### src/rtl/seven_seg_scan_ctrl.sv
// Time-multiplexed 7-segment display driver.
// Generates its own scan tick from clk_m and walks the digits left to right.
// On each tick it loads the decoded segment pattern for the new digit.
// The anodes stay dark for a short guard window after every digit switch.
// Supports per-digit decimal point, blanking and blinking, plus hex or dash
// display of values 10-15.
module seven_seg_scan_ctrl #(
  parameter int unsigned NUM_DIGITS = 4,
  parameter int unsigned SCAN_DIV   = 100000,
  parameter int unsigned GUARD_CYC  = 2,
  parameter int unsigned BLINK_DIV  = 250
) (
  input  logic                          clk_m,
  input  logic                          rst_n,
  input  logic [4*NUM_DIGITS-1:0]       digits_in,
  input  logic [NUM_DIGITS-1:0]         dp_in,
  input  logic [NUM_DIGITS-1:0]         blank_in,
  input  logic [NUM_DIGITS-1:0]         blink_in,
  input  logic                          hex_mode,
  output logic [NUM_DIGITS-1:0]         an_d,
  output logic [7:0]                    seg_d,
  output logic [$clog2(NUM_DIGITS)-1:0] digit_sel
);

  localparam int unsigned SEL_W   = $clog2(NUM_DIGITS);
  localparam int unsigned PRESC_W = (SCAN_DIV > 1) ? $clog2(SCAN_DIV) : 1;
  localparam int unsigned GUARD_W = (GUARD_CYC > 0) ? $clog2(GUARD_CYC + 1) : 1;
  localparam int unsigned FRAME_W = (BLINK_DIV > 1) ? $clog2(BLINK_DIV) : 1;

  localparam logic [SEL_W-1:0]   LAST_DIG   = SEL_W'(NUM_DIGITS - 1);
  localparam logic [PRESC_W-1:0] PRESC_MAX  = PRESC_W'(SCAN_DIV - 1);
  localparam logic [FRAME_W-1:0] FRAME_MAX  = FRAME_W'(BLINK_DIV - 1);
  localparam logic [GUARD_W-1:0] GUARD_LOAD = GUARD_W'(GUARD_CYC);
  localparam bit                 NO_GUARD   = (GUARD_CYC == 0);
  localparam logic [7:0]         SEG_DARK   = 8'hFF;

  // ST_DARK: after reset, before the first tick; ST_GUARD: anodes held off
  // after a switch; ST_DRIVE: selected anode on until the next tick.
  typedef enum logic [1:0] {
    ST_DARK  = 2'd0,
    ST_GUARD = 2'd1,
    ST_DRIVE = 2'd2
  } scan_state_t;

  scan_state_t            state_q, state_nxt;
  logic [PRESC_W-1:0]     presc_q, presc_nxt;
  logic [FRAME_W-1:0]     frame_q, frame_nxt;
  logic [GUARD_W-1:0]     guard_q, guard_nxt;
  logic                   blink_phase_q, blink_phase_nxt;
  logic [SEL_W-1:0]       sel_nxt;
  logic [NUM_DIGITS-1:0]  an_nxt;
  logic [7:0]             seg_nxt;

  logic                   tick_c;
  logic                   wrap_c;
  logic [SEL_W-1:0]       sel_next_c;
  logic [3:0]             dig_val [NUM_DIGITS];
  logic [NUM_DIGITS-1:0]  dp_ord, blank_ord, blink_ord;
  logic [NUM_DIGITS-1:0]  an_tick_c, an_cur_c;
  logic [3:0]             slot_val_c;
  logic                   slot_dp_c, slot_blank_c, slot_blink_c;
  logic [7:0]             slot_pat_c;

  // Segment decode, G..A, active low. Values 10-15 show a dash unless hex is on.
  function automatic logic [6:0] seg7_decode(input logic [3:0] v, input logic hex);
    logic [6:0] g;
    case (v)
      4'h0:    g = 7'h40;
      4'h1:    g = 7'h79;
      4'h2:    g = 7'h24;
      4'h3:    g = 7'h30;
      4'h4:    g = 7'h19;
      4'h5:    g = 7'h12;
      4'h6:    g = 7'h02;
      4'h7:    g = 7'h78;
      4'h8:    g = 7'h00;
      4'h9:    g = 7'h10;
      4'hA:    g = 7'h08;
      4'hB:    g = 7'h03;
      4'hC:    g = 7'h46;
      4'hD:    g = 7'h21;
      4'hE:    g = 7'h06;
      4'hF:    g = 7'h0E;
      default: g = 7'h3F;
    endcase
    if (!hex && (v > 4'd9)) g = 7'h3F;
    return g;
  endfunction

  // Scan tick and frame wrap detection.
  assign tick_c     = (presc_q == PRESC_MAX);
  assign wrap_c     = (digit_sel == LAST_DIG);
  assign sel_next_c = wrap_c ? '0 : digit_sel + SEL_W'(1);

  // Reorder the per-digit inputs so index i addresses digit i (leftmost = 0),
  // and build the anode masks for the next and the current digit.
  for (genvar g = 0; g < NUM_DIGITS; g++) begin : g_dig
    assign dig_val[g]                   = digits_in[4*(NUM_DIGITS-1-g) +: 4];
    assign dp_ord[g]                    = dp_in[NUM_DIGITS-1-g];
    assign blank_ord[g]                 = blank_in[NUM_DIGITS-1-g];
    assign blink_ord[g]                 = blink_in[NUM_DIGITS-1-g];
    assign an_tick_c[NUM_DIGITS-1-g]    = (sel_next_c != SEL_W'(g));
    assign an_cur_c[NUM_DIGITS-1-g]     = (digit_sel != SEL_W'(g));
  end

  // Inputs of the digit about to be selected; sampled only on a tick edge.
  assign slot_val_c   = dig_val[sel_next_c];
  assign slot_dp_c    = dp_ord[sel_next_c];
  assign slot_blank_c = blank_ord[sel_next_c];
  assign slot_blink_c = blink_ord[sel_next_c];

  // Slot pattern with blank over blink over decoded value.
  always_comb begin
    slot_pat_c = {~slot_dp_c, seg7_decode(slot_val_c, hex_mode)};
    if (slot_blank_c) begin
      slot_pat_c = SEG_DARK;
    end else if (slot_blink_c && blink_phase_q) begin
      slot_pat_c = SEG_DARK;
    end
  end

  // Next-state and next-output logic for the scan sequencer.
  always_comb begin
    state_nxt       = state_q;
    presc_nxt       = presc_q + PRESC_W'(1);
    sel_nxt         = digit_sel;
    frame_nxt       = frame_q;
    blink_phase_nxt = blink_phase_q;
    guard_nxt       = guard_q;
    an_nxt          = an_d;
    seg_nxt         = seg_d;

    if (tick_c) begin
      presc_nxt = '0;
      sel_nxt   = sel_next_c;
      seg_nxt   = slot_pat_c;
      if (wrap_c) begin
        if (frame_q == FRAME_MAX) begin
          frame_nxt       = '0;
          blink_phase_nxt = ~blink_phase_q;
        end else begin
          frame_nxt = frame_q + FRAME_W'(1);
        end
      end
      if (NO_GUARD) begin
        state_nxt = ST_DRIVE;
        guard_nxt = '0;
        an_nxt    = an_tick_c;
      end else begin
        state_nxt = ST_GUARD;
        guard_nxt = GUARD_LOAD;
        an_nxt    = '1;
      end
    end else begin
      case (state_q)
        ST_GUARD: begin
          if (guard_q <= GUARD_W'(1)) begin
            state_nxt = ST_DRIVE;
            guard_nxt = '0;
            an_nxt    = an_cur_c;
          end else begin
            guard_nxt = guard_q - GUARD_W'(1);
          end
        end
        ST_DARK, ST_DRIVE: begin
          state_nxt = state_q;
        end
        default: begin
          state_nxt = ST_DARK;
          an_nxt    = '1;
        end
      endcase
    end
  end

  // State and output registers with synchronous reset to a dark display.
  always_ff @(posedge clk_m) begin
    if (!rst_n) begin
      state_q       <= ST_DARK;
      presc_q       <= '0;
      frame_q       <= '0;
      guard_q       <= '0;
      blink_phase_q <= 1'b0;
      digit_sel     <= LAST_DIG;
      an_d          <= '1;
      seg_d         <= SEG_DARK;
    end else begin
      state_q       <= state_nxt;
      presc_q       <= presc_nxt;
      frame_q       <= frame_nxt;
      guard_q       <= guard_nxt;
      blink_phase_q <= blink_phase_nxt;
      digit_sel     <= sel_nxt;
      an_d          <= an_nxt;
      seg_d         <= seg_nxt;
    end
  end

endmodule

### config.mk
export PLATFORM = sky130hd
export DESIGN_NAME = seven_seg_scan_ctrl
export DESIGN_NICKNAME = d
export VERILOG_FILES = /design/src/rtl/seven_seg_scan_ctrl.sv
export SDC_FILE = /design/constraint.sdc
export NUM_CORES = 1
export LEC_CHECK = 0
export CORE_ASPECT_RATIO = 2
export CORE_UTILIZATION = 35
export DETAILED_ROUTE_END_ITERATION = 10
export GPL_TIMING_DRIVEN = 0
export HOLD_SLACK_MARGIN = 0.15
export MAX_ROUTING_LAYER = met4
export SLEW_MARGIN = 20
export SYNTH_ARGS = -nofsm -noshare
export SYNTH_HDL_FRONTEND = slang
export SYNTH_SLANG_ARGS = --single-unit
export TNS_END_PERCENT = 50
### constraint.sdc
create_clock -name clk_m -period 3.15 [get_ports clk_m]
set_clock_uncertainty 0.2 [all_clocks]
set_input_delay 0.945 -clock clk_m [delete_from_list [all_inputs] [get_ports clk_m]]
set_output_delay 0.945 -clock clk_m [all_outputs]
set_load 0.1 [all_outputs]
# Word-level counts from Yosys, hierarchy flattened
# Memory sizes are Yosys's and may differ from the RTL's.
# Index checks and enable logic that the tools add are counted.
# classes
n_addsub,4
magnitude_cmp,4
n_eq_ne,11
muxes,22
bitwise_logic,5
reduce_logical,12
# op_table
cell,count
8-bit two-way mux,3
"17-bit by 1-bit adder with 17-bit output, second input constant",1
"17-bit == test, second input constant",1
4-bit two-way mux,3
2-bit two-way mux,5
"8-bit by 1-bit adder with 8-bit output, second input constant",1
4-bit binary-select mux with 2-bit select,1
"8-bit == test, second input constant",1
"2-bit inequality test, second input constant",4
4-bit one-hot mux with 2 select lines,1
7-bit two-way mux,1
1-bit binary-select mux with 2-bit select,3
2-bit AND reduction,3
"2-bit == test, second input constant",2
"4-bit greater-than comparator, second input constant",1
1-bit two-way mux,4
1-bit inverter,4
2-bit one-hot mux with 2 select lines,1
2-bit nonzero test,2
2-bit OR reduction,2
"3-bit >= comparator, second input constant",1
"2-bit by 3-bit < comparator with 1-bit output, second input constant",1
"3-bit inequality test, second input constant",1
2-bit inverter with 3-bit output,1
other kinds (9),10
# totals
regBits,44
rom_bits,112
out_inout_bits,14
n_memories,1
# memory_table
memory,depth,width,read_ports,rd_clocked_by_memory_dff,write_ports,line,rtl
(name not given),16,7,1,0,0,67,case (v)

# Depth between registers and ports, before layout
# depth
word_depth,11
mapped_depth,10

# Least setup slack after synthesis
# OpenSTA, ideal clock, no wires.
# synth_path
path_kind,register -> register
from,reg digit_sel[0]
to,reg seg_d[0]
setup_ns,0.117
arrival_ns,3.299
t_required_ns,2.833
setup_slack_ns,-0.466
stages_incl_launch_ff,9
period_less_slack_ns,3.616
cell_sequence,dfxtp_1 inv_1 ha_1 buf_2 mux4_2 ha_1 or3b_2 o221a_2 o22a_1
# synth_via
elab_chain_len,11
# synth_lines
element,line,rtl
from (decl),22,output logic [$clog2(NUM_DIGITS)-1:0] digit_sel
from (signal assigned),193,digit_sel <= sel_nxt;
2-bit by 1-bit adder with 2-bit output or 2-bit == test (tied branches),"93, 92",
2-bit two-way mux *,93,assign sel_next_c = wrap_c ? '0 : digit_sel + SEL_W'(1);
net sel_next_c[1],56,logic [SEL_W-1:0] sel_next_c;
2-bit inverter with 3-bit output (implied by the code),107,assign slot_val_c = dig_val[sel_next_c];
4-bit binary-select mux with 2-bit select,107,
4-bit two-way mux (implied by the code) (2 in a row),107,
4-bit greater-than comparator,86,if (!hex && (v > 4'd9)) g = 7'h3F;
1-bit logical AND,86,
7-bit two-way mux,86,
8-bit two-way mux,117,end else if (slot_blink_c && blink_phase_q) begin
8-bit two-way mux *,115,if (slot_blank_c) begin
to (signal assigned),195,seg_d <= seg_nxt;
to (decl),21,"output logic [7:0] seg_d,"
# Mark *: on every way through the listed nets, which the timed path passes. The rest lies on a longest branch. The select of a mux whose other input is x is not followed.
# A chain may end at the register's enable or synchronous reset.

# Worst setup path in the final report
# layout_path
from,in digits_in[1]
to,reg seg_d[5]
# layout_via
elab_chain_len,8
# layout_lines
element,line,rtl
from (decl),15,"input logic [4*NUM_DIGITS-1:0] digits_in,"
4-bit binary-select mux with 2-bit select *,107,
4-bit two-way mux (implied by the code) * (2 in a row),107,
4-bit greater-than comparator,86,
1-bit logical AND,86,
7-bit two-way mux *,86,
8-bit two-way mux *,117,
8-bit two-way mux *,115,
# Every way passes the cells marked *; elsewhere a longest branch is shown, timed or not. The select of a mux whose other input is x is not followed.

==> results.yml <==
min_path:
  holdPathStages: 1
  hp-class: "reg -> reg"
timing:
  grt_setup_unrepaired: "no"
  finalHoldViolCount: 0
  setup_viol: 0
  tightestPinTransition_ps: 989
  fin_crit_sh_pct: 94.7
  min_period_ps: 2980
  timing.final.ws_setup_ps: 166
  slew_headroom_pct: 33.9
  final_max_slew_viol_count: 0
  max_freq_mhz: 335
cts:
  clkLatencyLatePin_ps: 280
  cts_sinks: 44
  numCtsBuffers: 5
  root_buffer: "clkbuf_16"
  cts.reportedPaths.clkPinSlew_ps: 60
  htree_levels: 2
  tritoncts: "built"
  hold_buffers: 0
  clk_path_buf_depth: 2
grt:
  grt_pass1_wl_mm: 8.89
  grt_overflow: 0
  track_usage_pct: 17.9
  antenna_found_initial: 0
  grt_pass1_vias: 1884
  grt_max_degree: 14
setup_path:
  crit_path_max_incr_delay_ps: 550
  path_buf_inv: 2
  required_ps: 3120
  r2r_cells: 10
  crit_family: "buffers and inverters"
  startpoint_type: "input pin"
  critPathArrivalTime_ps: 2960
  path_class: "in -> reg"
  path_cells: "clkdlybuf4s50_1 > mux4_2 > inv_1 > ha_1 > nor2_1 > o211ai_1 > nand3_2 > o22a_1"
  crit_cells: 8
  path_max_fanout: 6
  r2r_slack_ps: 250
  cp-end-kind: "register"
  crit_slowest_cell: "mux4_2"
power:
  total_power_w: 0.00116
  ir_drop_v: 0.000396
  power_leakage_nw: 1.11
  power_density_mw_per_mm2: 384
job:
  max_cap_violations: 0
synth:
  synthArstFlopShare_pct: 0
  synth-seq-cells: 44
  syn_avg_cell_area_um2: 9.10
  synthesis.area_mm2: 0.00231
  synth-main-ff-cell: "dfxtp_1"
  syn_nets: 299
  postSynthCellCount: 254
  synth_edf_count: 0
  yosys_warnings: 0
  ys_seq_area_share_pct: 38.1
  synth_cell_types: 41
placement:
  io_buffers: 44
  place_hpwl_mm: 4.31
  dp_cells: 384
  gp_congestion: 0.820
  pre_cts_slack_ps: -216
route:
  firstDrtPassIters: 5
  drt_iter0_drc: 103
  drtAntennaViolNets: 0
  vias_per_cell: 4.95
  drc: 0
  avgRoutedWirePerCell_um: 13.7
  totalWireLength_mm: 5.40
  vias: 1947
cells_and_area:
  area_growth_pct: 30.6
  drive_gt1_share_pct: 10.7
  fin_nets: 351
  antenna_cells: 0
  final_cells: 393
floorplan:
  die_h_um: 117
  dieArea_mm2: 0.00695
  die_w_um: 59.5
  initial_core_util_pct: 36.3
  fp.coreArea_mm2: 0.00636
  rows: 41
  ios: 45
outcome:
  run_status: "complete, no violations"
==> through the flow <==
stage | TNS [ps] | util (%) | hold WS, ps | instance area, um^2
after floorplan | 0 | - | 218 | 2320
after global placement | -1270 | 45.1 | 228 | 2870
after detailed placement | -1270 | 45.1 | 241 | 2870
after CTS | 0 | 47.2 | 250 | 3000
after global routing | 0 | 47.5 | 266 | 3020
final | 0 | 47.5 | 247 | 3020
==> synthesized netlist by cell type (2+ instances only) <==
cell        n  share of area [%]
dfxtp_1    44                 38
nor2_1     31                5.0
nand2_1    25                4.1
a21oi_1    14                3.0
ha_1       14                7.6
inv_1      14                2.3
o21ai_0    11                2.4
xor2_1     10                3.8
xnor2_1     9                3.4
nand3_1     8                1.7
mux4_2      7                6.8
nand4_1     7                1.9
or3_1       7                1.9
o22a_1      6                2.3
buf_2       5                1.1
mux2i_1     5                2.2
and2_1      3               0.81
and3_1      3               0.81
nor3_1      3               0.65
nor4_1      3               0.81
mux2_2      2               0.97
nand2b_1    2               0.54
o22ai_1     2               0.54
o2bb2ai_1   2               0.76
==> worst paths after layout <==
path	end	start
max	seg_d[5]	digits_in[1]
min	presc_q[0]	presc_q[0]
max reg2reg	seg_d[5]	digit_sel[0]
min reg2reg	presc_q[0]	presc_q[0]
==> power breakdown <==
| part | internal [W] | switching, W |
|---|---|---|
| combinational | 0.0000597 | 0.0000415 |
| clock | 0.000293 | 0.000203 |
| sequential | 0.000558 | 0.00000292 |
==> layout make-up <==
| class | count | area, um^2 |
|---|---|---|
| Timing Repair Buffer | 45 | 448 |
| Clock buffer | 7 | 133 |
| Inverter | 14 | 52.6 |
| Clock inverter | 1 | 5.00 |
| Multi-Input combinational cell | 189 | 1350 |
| Sequential cell | 44 | 888 |
| Tap cell | 86 | 108 |
| Buffer | 7 | 38.8 |
| Fill cell | 651 | 3340 |
==> kinds of logic after synthesis <==
family	synth area share (%)
fa+ha+maj	7.58
mux	9.96
buf+inv	3.84
xor+xnor	7.20
simple gates	22.2
compound gates	11.1
flops	38.1
==> registers in the layout (all words and copies together) (netlist names) <==
register / cells
presc_q: 17
frame_q: 8
seg_d: 8
an_d: 4
digit_sel: 2
guard_q: 2
state_q: 2
blink_phase_q: 1
==> cells in the final DEF, fill, tap and decap left out, types with 3 or more instances in the layout <==
master           count
or3_1                7
clkbuf_1             3
and3_1               3
clkdlybuf4s50_1     44
nor3_1               3
a21oi_1             14
inv_1               14
nand2_1             25
and2_1               3
o21ai_0             11
nor4_1               3
xor2_1              10
buf_2                4
ha_1                14
mux2i_1              5
nand3_1              7
xnor2_1              9
nand4_1              7
clkbuf_16            5
o22a_1               6
nor2_1              31
mux4_2               7
dfxtp_1             42
==> layer usage <==
metal / vias up / GRT usage, % / part of all wire [%]
met4: 0 / 10.3 / 3.4
met5: - / - / 0
li1: 994 / - / -
met1: 910 / 16.3 / 35
met3: 11 / 2.75 / 2.3
met2: 32 / 33.5 / 59
==> timing repair <==
item	in CTS	in global routing
buffers inserted	0	1
endpoints found under the setup margin	0	6
resized for setup	0	2
Power figures use the tool's default switching activity.
